==> src/rtl/kbd_key_tracker_pkg.sv <==
// Shared definitions for the PS/2 Set-2 key tracker: FSM states,
// prefix/control byte values and the table of game keys.
package kbd_pkg;

   typedef enum logic [2:0] {
      ST_IDLE    = 3'd0,
      ST_EXT     = 3'd1,
      ST_BRK     = 3'd2,
      ST_EXT_BRK = 3'd3,
      ST_PAUSE   = 3'd4
   } kbd_state_t;

   // Prefix bytes
   localparam logic [7:0] BYTE_E0 = 8'hE0;
   localparam logic [7:0] BYTE_F0 = 8'hF0;
   localparam logic [7:0] BYTE_E1 = 8'hE1;

   // Keyboard replies (ack, self-test pass, echo, resend, overrun/errors)
   localparam logic [7:0] BYTE_FA = 8'hFA;
   localparam logic [7:0] BYTE_AA = 8'hAA;
   localparam logic [7:0] BYTE_EE = 8'hEE;
   localparam logic [7:0] BYTE_FE = 8'hFE;
   localparam logic [7:0] BYTE_00 = 8'h00;
   localparam logic [7:0] BYTE_FF = 8'hFF;

   // Bytes following E1 that are swallowed without decoding
   localparam logic [2:0] PAUSE_SKIP = 3'd7;

   // Key table: {extended, code}
   localparam int KEY_COUNT = 8;
   localparam int KEY_W     = 0;
   localparam int KEY_S     = 1;
   localparam int KEY_UP    = 2;
   localparam int KEY_DOWN  = 3;
   localparam int KEY_SPACE = 4;
   localparam int KEY_ENTER = 5;
   localparam int KEY_P     = 6;
   localparam int KEY_ESC   = 7;

   localparam logic [8:0] KEY_TABLE [KEY_COUNT] = '{
      9'h01D,  // W
      9'h01B,  // S
      9'h175,  // Up
      9'h172,  // Down
      9'h029,  // Space
      9'h05A,  // Enter
      9'h04D,  // P
      9'h076   // Esc
   };

   function automatic logic is_prefix(input logic [7:0] b);
      return (b == BYTE_E0) || (b == BYTE_F0) || (b == BYTE_E1);
   endfunction

   function automatic logic is_ignored(input logic [7:0] b);
      return (b == BYTE_FA) || (b == BYTE_AA) || (b == BYTE_EE) ||
             (b == BYTE_FE) || (b == BYTE_00) || (b == BYTE_FF);
   endfunction

endpackage

==> src/rtl/kbd_key_tracker_if.sv <==
// Byte stream from the PS/2 receiver plus the decoded key outputs.
//
// Handshake: din_new is a one-cycle strobe qualifying din; there is no
// ready/backpressure, the tracker accepts a byte on every cycle that
// din_new is high, including consecutive cycles.
interface kbd_key_tracker_if #(
   parameter int NUM_KEYS = 8
);
   logic [7:0]          din;
   logic                din_new;
   logic [NUM_KEYS-1:0] key_pressed;
   logic                key_event;
   logic [8:0]          key_code;
   logic                key_make;
   logic                seq_error;

   // Byte source / key consumer side
   modport master (
      output din, din_new,
      input  key_pressed, key_event, key_code, key_make, seq_error
   );

   // Tracker side
   modport slave (
      input  din, din_new,
      output key_pressed, key_event, key_code, key_make, seq_error
   );
endinterface

==> src/rtl/kbd_key_tracker_lookup.sv <==
// Combinational match of a 9-bit {extended, code} against the key table.
module kbd_key_lookup
   import kbd_pkg::*;
(
   input  logic [8:0] code,
   output logic       hit,
   output logic [2:0] idx
);

   // Linear search; table entries are unique so at most one hits
   always_comb begin
      hit = 1'b0;
      idx = 3'd0;
      for (int k = 0; k < KEY_COUNT; k++) begin
         if (code == KEY_TABLE[k]) begin
            hit = 1'b1;
            idx = 3'(k);
         end
      end
   end

endmodule

==> src/rtl/kbd_key_tracker.sv <==
// Set-2 scan-code sequencer: turns the receiver byte stream into make/break
// events and a held-key bitmap for the game keys. All outputs registered.
module kbd_key_tracker
   import kbd_pkg::*;
#(
   parameter int TIMEOUT_CYCLES = 2_500_000,
   parameter int NUM_KEYS       = 8
) (
   input  logic             clk,
   input  logic             reset,
   kbd_key_tracker_if.slave bus,
   output kbd_state_t       dbg_state
);

   localparam int TW = (TIMEOUT_CYCLES > 2) ? $clog2(TIMEOUT_CYCLES) : 1;
   localparam logic [TW-1:0] TO_LAST = TW'(TIMEOUT_CYCLES - 1);

   kbd_state_t          state;
   logic [TW-1:0]       to_cnt;
   logic [2:0]          skip_cnt;
   logic [NUM_KEYS-1:0] key_pressed;
   logic                key_event;
   logic [8:0]          key_code;
   logic                key_make;
   logic                seq_error;

   // The extended flag of the code being decoded comes from the state
   logic       dec_ext;
   logic [8:0] dec_code;
   logic       lk_hit;
   logic [2:0] lk_idx;

   assign dec_ext  = (state == ST_EXT) || (state == ST_EXT_BRK);
   assign dec_code = {dec_ext, bus.din};

   kbd_key_lookup u_lookup (
      .code (dec_code),
      .hit  (lk_hit),
      .idx  (lk_idx)
   );

   // Sequencer FSM with inter-byte timeout; a byte always beats the timeout
   always_ff @(posedge clk) begin
      if (reset) begin
         state       <= ST_IDLE;
         to_cnt      <= '0;
         skip_cnt    <= '0;
         key_pressed <= '0;
         key_event   <= 1'b0;
         key_code    <= '0;
         key_make    <= 1'b0;
         seq_error   <= 1'b0;
      end else begin
         key_event <= 1'b0;
         seq_error <= 1'b0;

         if (state == ST_IDLE || bus.din_new) begin
            to_cnt <= '0;
         end else begin
            to_cnt <= to_cnt + 1'b1;
         end

         if (bus.din_new) begin
            case (state)
               ST_IDLE: begin
                  if (bus.din == BYTE_E0) begin
                     state <= ST_EXT;
                  end else if (bus.din == BYTE_F0) begin
                     state <= ST_BRK;
                  end else if (bus.din == BYTE_E1) begin
                     state    <= ST_PAUSE;
                     skip_cnt <= PAUSE_SKIP;
                  end else if (!is_ignored(bus.din)) begin
                     key_event <= 1'b1;
                     key_code  <= dec_code;
                     key_make  <= 1'b1;
                     if (lk_hit) key_pressed[lk_idx] <= 1'b1;
                  end
               end
               ST_EXT: begin
                  if (bus.din == BYTE_F0) begin
                     state <= ST_EXT_BRK;
                  end else if (is_prefix(bus.din)) begin
                     seq_error <= 1'b1;
                     state     <= ST_IDLE;
                  end else begin
                     key_event <= 1'b1;
                     key_code  <= dec_code;
                     key_make  <= 1'b1;
                     if (lk_hit) key_pressed[lk_idx] <= 1'b1;
                     state     <= ST_IDLE;
                  end
               end
               ST_BRK, ST_EXT_BRK: begin
                  if (is_prefix(bus.din)) begin
                     seq_error <= 1'b1;
                  end else begin
                     key_event <= 1'b1;
                     key_code  <= dec_code;
                     key_make  <= 1'b0;
                     if (lk_hit) key_pressed[lk_idx] <= 1'b0;
                  end
                  state <= ST_IDLE;
               end
               ST_PAUSE: begin
                  if (skip_cnt <= 3'd1) begin
                     skip_cnt <= '0;
                     state    <= ST_IDLE;
                  end else begin
                     skip_cnt <= skip_cnt - 3'd1;
                  end
               end
               default: state <= ST_IDLE;
            endcase
         end else if (state != ST_IDLE && to_cnt == TO_LAST) begin
            seq_error <= 1'b1;
            state     <= ST_IDLE;
            skip_cnt  <= '0;
            to_cnt    <= '0;
         end
      end
   end

   assign bus.key_pressed = key_pressed;
   assign bus.key_event   = key_event;
   assign bus.key_code    = key_code;
   assign bus.key_make    = key_make;
   assign bus.seq_error   = seq_error;
   assign dbg_state       = state;

endmodule
==> src/flat_wrapper.sv <==
// flat-port wrapper written by rule: the top's interface ports become plain ports
module kbd_key_tracker_flat import kbd_pkg::*;
#(
   parameter int TIMEOUT_CYCLES = 2_500_000,
   parameter int NUM_KEYS       = 8
)
  (clk, reset, dbg_state, bus_din, bus_din_new, bus_key_pressed, bus_key_event, bus_key_code, bus_key_make, bus_seq_error);
  kbd_key_tracker_if #(.NUM_KEYS(NUM_KEYS)) bus_i ();
  input  logic clk;
  input  logic reset;
  output kbd_state_t dbg_state;
  input wire logic [$bits(bus_i.din)-1:0] bus_din;
  input wire logic [$bits(bus_i.din_new)-1:0] bus_din_new;
  output wire logic [$bits(bus_i.key_pressed)-1:0] bus_key_pressed;
  output wire logic [$bits(bus_i.key_event)-1:0] bus_key_event;
  output wire logic [$bits(bus_i.key_code)-1:0] bus_key_code;
  output wire logic [$bits(bus_i.key_make)-1:0] bus_key_make;
  output wire logic [$bits(bus_i.seq_error)-1:0] bus_seq_error;
  assign bus_i.din = bus_din;
  assign bus_i.din_new = bus_din_new;
  assign bus_key_pressed = bus_i.key_pressed;
  assign bus_key_event = bus_i.key_event;
  assign bus_key_code = bus_i.key_code;
  assign bus_key_make = bus_i.key_make;
  assign bus_seq_error = bus_i.seq_error;
  kbd_key_tracker #(.TIMEOUT_CYCLES(TIMEOUT_CYCLES), .NUM_KEYS(NUM_KEYS)) u_core (.clk(clk), .reset(reset), .bus(bus_i), .dbg_state(dbg_state));
endmodule
==> config.mk <==
export PLATFORM = sky130hd
export DESIGN_NAME = kbd_key_tracker_flat
export DESIGN_NICKNAME = d
export VERILOG_FILES = /design/src/rtl/kbd_key_tracker_pkg.sv /design/src/rtl/kbd_key_tracker_if.sv /design/src/rtl/kbd_key_tracker_lookup.sv /design/src/rtl/kbd_key_tracker.sv /design/src/flat_wrapper.sv
export SDC_FILE = /design/constraint.sdc
export NUM_CORES = 1
export LEC_CHECK = 0
export CAP_MARGIN = 40
export CORE_MARGIN = 2
export CORE_UTILIZATION = 59
export CTS_CLUSTER_SIZE = 24
export DETAILED_ROUTE_END_ITERATION = 8
export PLACE_DENSITY_LB_ADDON = 0.08
export SYNTH_ARGS = -nofsm -noshare
export SYNTH_HDL_FRONTEND = slang
export SYNTH_SLANG_ARGS = --single-unit
==> constraint.sdc <==
create_clock -name clk -period 5.5 [get_ports clk]
set_clock_uncertainty 0.2 [all_clocks]
set_input_delay 1.1 -clock clk [delete_from_list [all_inputs] [get_ports clk]]
set_output_delay 1.1 -clock clk [all_outputs]
set_load 0.02 [all_outputs]
==> flow_summary.yaml, run 1 <==
synthesis:
  muxShareOfSynthArea_pct: 7.66
  synth_ff_type: "dfxtp_1"
  synth_edf_count: 0
  syn_area_per_cell_um2: 8.70
  synth_cell_types: 51
  syn-cell-area_um2: 2550
  synth_top_family_by_area: "simple AND/OR/NAND/NOR gates"
  ys_ff_latch: 48
  synth_simple_gate_area_share_pct: 33.6
  yosysTopAreaCellShare_pct: 37.7
  synth_fp_nets: 307
  seq_area_frac_synth_pct: 37.7
  synthAdderAreaFrac_pct: 1.47
  synth_compound_area_share_pct: 8.49
  yosysTopAreaCell: "dfxtp_1"
  ys_warn_count: 0
  synth.area.top_cells: "dfxtp_1, nand2b_1, mux2i_1, nor2_1, xnor2_1"
  async_reset_ff_share_pct: 0
  synth_xor_area_share_pct: 7.22
  syn_inst: 293
timing:
  tightest_slew_ns: 0.947
  worst_slack_ns: 1.77
  timing.fmax_mhz: 268
  finalHoldWorstSlack_ns: 0.272
  finalCriticalPeriod_ns: 3.73
  fin_crit_sh_pct: 67.8
  grt_setup_unrepaired: "false"
  setup_viol: 0
  hold_viol: 0
  slew_viol_final: 0
  setup-tns-final_ns: 0
  max_slew_margin_pct: 36.9
cells_and_area:
  fin_util_pct: 74.0
  antenna_cells: 0
  drive_above_1_share_pct: 6.19
  nNetsFinal: 336
  area_delta_synth_final_pct: 18.7
  layout_commonest_cell: "dfxtp_1"
  mostFrequentLayoutCells: "dfxtp_1, clkdlybuf4s50_1, nor2_1"
global_routing:
  grt_pass1_vias: 1904
  grt_max_degree: 22
  antenna_found_initial: 0
  grt_usage_pct: 22.9
  grt_pass1_wl_um: 9050
  grt_remaining_overflow: 0
clock_tree:
  htreeDepth: 2
  cts_tree: "yes"
  ctsResizeCount: 0
  cts.path.max_buffers: 2
  cts_buffers: 5
  clock_latency_ns: 0.31
  post_cts_buffers: 0
  hold_buffers: 0
  root_buffer: "clkbuf_8"
  cts.sinks: 48
  path_clk_slew_ns: 0.09
routing:
  dr_total_vias: 2122
  wl_per_cell_um: 14.6
  detail_route.iter0.violations: 105
  first_pass_iters: 4
  routed_wl_um: 5450
  ant_nets: 0
  remaining_drc_errors: 0
  via_per_inst: 5.69
min_path:
  hold_class: "reg2reg"
power:
  p_switching_mw: 0.157
  pwr-share-comb_pct: 9.8
  power.density_nw_per_um2: 228
  p_leak_nw: 1.07
  peakVddDrop_uv: 170
  clkPwrFrac_pct: 38.7
  switching_share_pct: 22.7
  total_power_mw: 0.690
  intPower_mw: 0.533
  seqPwrFrac_pct: 51.5
die:
  start_util_pct: 62.4
  die_area_um2: 4860
  die_width_um: 69.7
  die_y_um: 69.7
  pin_count: 34
  row_count: 23
  fp.coreArea_um2: 4090
setup_path:
  crit_fanout: 11
  criticalPathCategory: "in2reg"
  crit_path_end_kind: "flop"
  worstPathRequired_ns: 5.49
  start_kind: "input pin"
  crit_arrival_ns: 3.72
placed_design:
  place_hpwl_um: 3990
  place_ws_ns: 1.46
  portBuffers: 33
  globalplace.congestion: 0.871
run:
  maxCapViolCount: 0
run_status:
  outcome: "finished, final reports clean"
==> cell families (layout without fill, tap and decap cells) <==
kind of cell / after synthesis / after routing
xor+xnor: 21 / 21
compound gates: 27 / 27
simple gates: 153 / 153
mux: 19 / 19
buf+inv: 22 / 52
fa+ha+maj: 3 / 3
flops: 48 / 48
==> metrics by stage <==
stage | std cells | instance area, um2
2_1_floorplan | 293 | 2550
3_3_place_gp | 363 | 2880
4_1_cts | 373 | 3030
5_1_grt | 373 | 3030
6_report | 373 | 3030
3_5_place_dp | 365 | 2900
==> layout make-up <==
| class | instances | area (um2) |
|---|---|---|
| Tap cell | 50 | 62.6 |
| Timing Repair Buffer | 35 | 357 |
| Clock buffer | 6 | 82.6 |
| Inverter | 9 | 33.8 |
| Clock inverter | 2 | 38.8 |
| Fill cell | 318 | 1060 |
| Sequential cell | 48 | 961 |
| Multi-Input combinational cell | 223 | 1490 |
==> cell usage after synthesis (6+ instances only) <==
cell / n
and3_1: 8
buf_2: 6
clkbuf_1: 6
dfxtp_1: 48
inv_1: 9
mux2i_1: 18
nand2_1: 14
nand2b_1: 30
nand3_1: 14
nor2_1: 32
nor2b_1: 6
nor3_1: 13
nor4_1: 9
xnor2_1: 12
xor2_1: 9
==> path summary, 6_finish.rpt <==
check,to,slack (ns),depth (start not counted),from
worst max register to register,u_core.to_cnt[18],2.69,6,u_core.to_cnt[0]
worst min register to register,u_core.to_cnt[0],0.27,1,u_core.to_cnt[0]
worst max-delay path,u_core.bus.key_code[8],1.77,6,bus_din[2]
worst min-delay path,u_core.to_cnt[0],0.27,1,u_core.to_cnt[0]
==> worst max-delay path: stages <==
cell and delay [ns]:
clkdlybuf4s50_1 0.68, or4_4 0.22, nor4_1 0.05, or3_4 0.42, a2111oi_4 0.89, mux2_4 0.35
==> power by group through the flow <==
stage / clock [mW] / sequential [mW] / combinational [mW]
5_1_grt: 0.285 / 0.357 / 0.0730
2_1_floorplan: 0 / 0.370 / 0.0346
3_5_place_dp: 0 / 0.364 / 0.0675
6_report: 0.267 / 0.356 / 0.0679
4_1_cts: 0.271 / 0.356 / 0.0677
3_3_place_gp: 0 / 0.363 / 0.0649
==> layer usage <==
layer,wire length [um],global-route usage (%),part of all wire [%],up-vias
met5,0,0,0,-
met4,82,7.48,1.5,0
met3,247,5.09,4.5,9
met2,2360,33.1,43,59
met1,2760,33.7,51,966
li1,-,-,-,1088
No activity file was read; power rests on OpenSTA's default activity.
==> run 2, diff against run 1 <==
--- a/config.mk
+++ b/config.mk
@@ -7,7 +7,7 @@
 export LEC_CHECK = 0
 export CAP_MARGIN = 40
 export CORE_MARGIN = 2
-export CORE_UTILIZATION = 59
+export CORE_UTILIZATION = 49
 export CTS_CLUSTER_SIZE = 24
 export DETAILED_ROUTE_END_ITERATION = 8
 export PLACE_DENSITY_LB_ADDON = 0.08
==> constraint.sdc (replaced) <==
create_clock -name clk -period 3.04 [get_ports clk]
set_clock_uncertainty 0.2 [all_clocks]
set_input_delay 0.608 -clock clk [delete_from_list [all_inputs] [get_ports clk]]
set_output_delay 0.608 -clock clk [all_outputs]
set_load 0.02 [all_outputs]
==> run 2 against run 1 <==
  * Worst setup slack lost 1.5 ns
  * Core utilization shrank 12 points
  * Flip-flop and latch count is the same
  * First-iteration DRC count grew 93%
  * Final area grew 4.7%
  * Critical path depth grew 1
  * Clock power grew 45%
  * Largest power group unchanged
  * Register-to-register slack lost 2.0 ns
  * Worst hold slack lost 0.0063 ns
  * Sequential power grew 81%
==> flow_summary.yaml, run 2 (synthesized netlist as in run 1, its figures left out) <==
global_routing:
  grt_remaining_overflow: 0
  grt_pass1_vias: 2092
  grt_pass1_wl_um: 9920
  grt_usage_pct: 20.7
  antenna_found_initial: 0
  grt_max_degree: 25
routing:
  routed_wl_um: 5580
  ant_nets: 0
  detail_route.iter0.violations: 203
  remaining_drc_errors: 0
  dr_total_vias: 2190
  via_per_inst: 5.29
  wl_per_cell_um: 13.5
  first_pass_iters: 4
run:
  maxCapViolCount: 0
power:
  intPower_mw: 0.890
  p_switching_mw: 0.281
  seqPwrFrac_pct: 54.9
  pwr-share-comb_pct: 11.9
  switching_share_pct: 24.0
  peakVddDrop_uv: 328
  p_leak_nw: 1.15
  clkPwrFrac_pct: 33.1
  power.density_nw_per_um2: 370
min_path:
  min_from: "u_core.to_cnt[0]"
  hold_depth: 1
  hold_class: "reg2reg"
  hold_end: "u_core.to_cnt[0]"
setup_path:
  crit_path_end_kind: "flop"
  crit_arrival_ns: 2.75
  cp-startpoint: "bus_din[0]"
  crit_fanout: 9
  reg2reg_slack_ns: 0.74
  r2r_end: "u_core.to_cnt[12]"
  criticalPathCategory: "in2reg"
  crit-reg2reg-launch: "u_core.to_cnt[0]"
  worstRegToRegCells: 8
  start_kind: "input pin"
  worstPathRequired_ns: 3.06
clock_tree:
  hold_buffers: 0
  cts.path.max_buffers: 2
  htreeDepth: 2
  path_clk_slew_ns: 0.08
  ctsResizeCount: 0
  post_cts_buffers: 0
  clock_latency_ns: 0.30
  cts_buffers: 5
  cts_tree: "yes"
  root_buffer: "clkbuf_8"
  cts.sinks: 48
cells_and_area:
  layout_commonest_cell: "dfxtp_1"
  area_delta_synth_final_pct: 24.3
  antenna_cells: 0
  finish.instance_area_um2: 3170
  final_cells: 414
  mostFrequentLayoutCells: "dfxtp_1, clkdlybuf4s50_1, nor2_1"
  drive_above_1_share_pct: 11.9
  nNetsFinal: 357
  fillers: 482
timing:
  finalHoldWorstSlack_ns: 0.265
  timing.fmax_mhz: 366
  slew_viol_final: 0
  max_slew_margin_pct: 59.4
  hold_viol: 0
  grt_setup_unrepaired: "false"
  fin_crit_sh_pct: 89.9
  tightest_slew_ns: 0.607
  setup-tns-final_ns: 0
  finalCriticalPeriod_ns: 2.73
  setup_viol: 0
die:
  start_util_pct: 50.2
  die_y_um: 76.1
  die_area_um2: 5790
  pin_count: 34
  fp.coreArea_um2: 5070
  row_count: 26
  die_width_um: 76.1
placed_design:
  globalplace.congestion: 0.855
  placed_area_um2: 3080
  portBuffers: 33
  place_inst: 406
  place_hpwl_um: 4160
run_status:
  outcome: "finished, final reports clean"
==> run 2: cell types whose count changed in the layout (fill, tap and decap cells not counted) <==
| cell | delta |
|---|---|
| clkinv_4 | -1 |
| buf_4 | +23 |
| clkinv_2 | +2 |
| bufinv_16 | -1 |
| buf_8 | -1 |
| buf_6 | -1 |
==> run 2: layer usage <==
| layer | vias to the layer above | GRT usage, % | wire [um] | part of all wire, % |
|---|---|---|---|---|
| met1 | 1017 | 30.7 | 2980 | 53 |
| met5 | - | 0 | 0 | 0 |
| met2 | 41 | 30.1 | 2330 | 42 |
| li1 | 1130 | - | - | - |
| met4 | 0 | 6.73 | 35 | 0.63 |
| met3 | 2 | 4.27 | 228 | 4.1 |
==> run 2: how the worst max path moves through the flow <==
stage,end,slack (ns),cells past startpoint
floorplan,u_core.bus.key_code[8],0.53,7
global placement,u_core.bus.key_make,0.07,7
detailed placement,u_core.bus.key_code[1],0.03,7
CTS,u_core.bus.key_code[3],0.30,7
global route,u_core.bus.key_code[1],0.18,7
finish,u_core.bus.key_code[3],0.31,7
==> run 2: critical path: stages <==
cell,delay [ns]
clkdlybuf4s50_1,0.59
nor2b_1,0.23
nor3_1,0.09
or3_4,0.35
a2111oi_4,0.40
buf_4,0.27
mux2i_1,0.20
==> run 2: area by class of cell <==
cell class | instances | area (um2) | area share, %
repair buffers | 56 | 503 | 15.9
clock inverters | 2 | 10.0 | 0.316
clock buffers | 6 | 82.6 | 2.61
flip-flops and latches | 48 | 961 | 30.3
multi-input cells | 223 | 1490 | 47.0
inverters | 9 | 33.8 | 1.07
well taps | 70 | 87.6 | 2.76
==> run 2: power by group through the flow <==
| stage | registers (mW) | logic, mW | clock network [mW] |
|---|---|---|---|
| final | 0.643 | 0.140 | 0.388 |
| after CTS | 0.643 | 0.139 | 0.403 |
| after global routing | 0.645 | 0.151 | 0.424 |
| after floorplan | 0.669 | 0.0626 | 0 |
| after detailed placement | 0.658 | 0.138 | 0 |
| after global placement | 0.658 | 0.137 | 0 |
==> run 2: per-stage QoR <==
stage | setup WS, ns | utilization, % | total power [mW]
2_1_floorplan | 0.533 | - | 0.732
4_1_cts | 0.303 | 62.4 | 1.19
6_report | 0.308 | 62.4 | 1.17
3_5_place_dp | 0.0256 | 60.6 | 0.796
3_3_place_gp | 0.0735 | 60.6 | 0.795
5_1_grt | 0.183 | 62.4 | 1.22
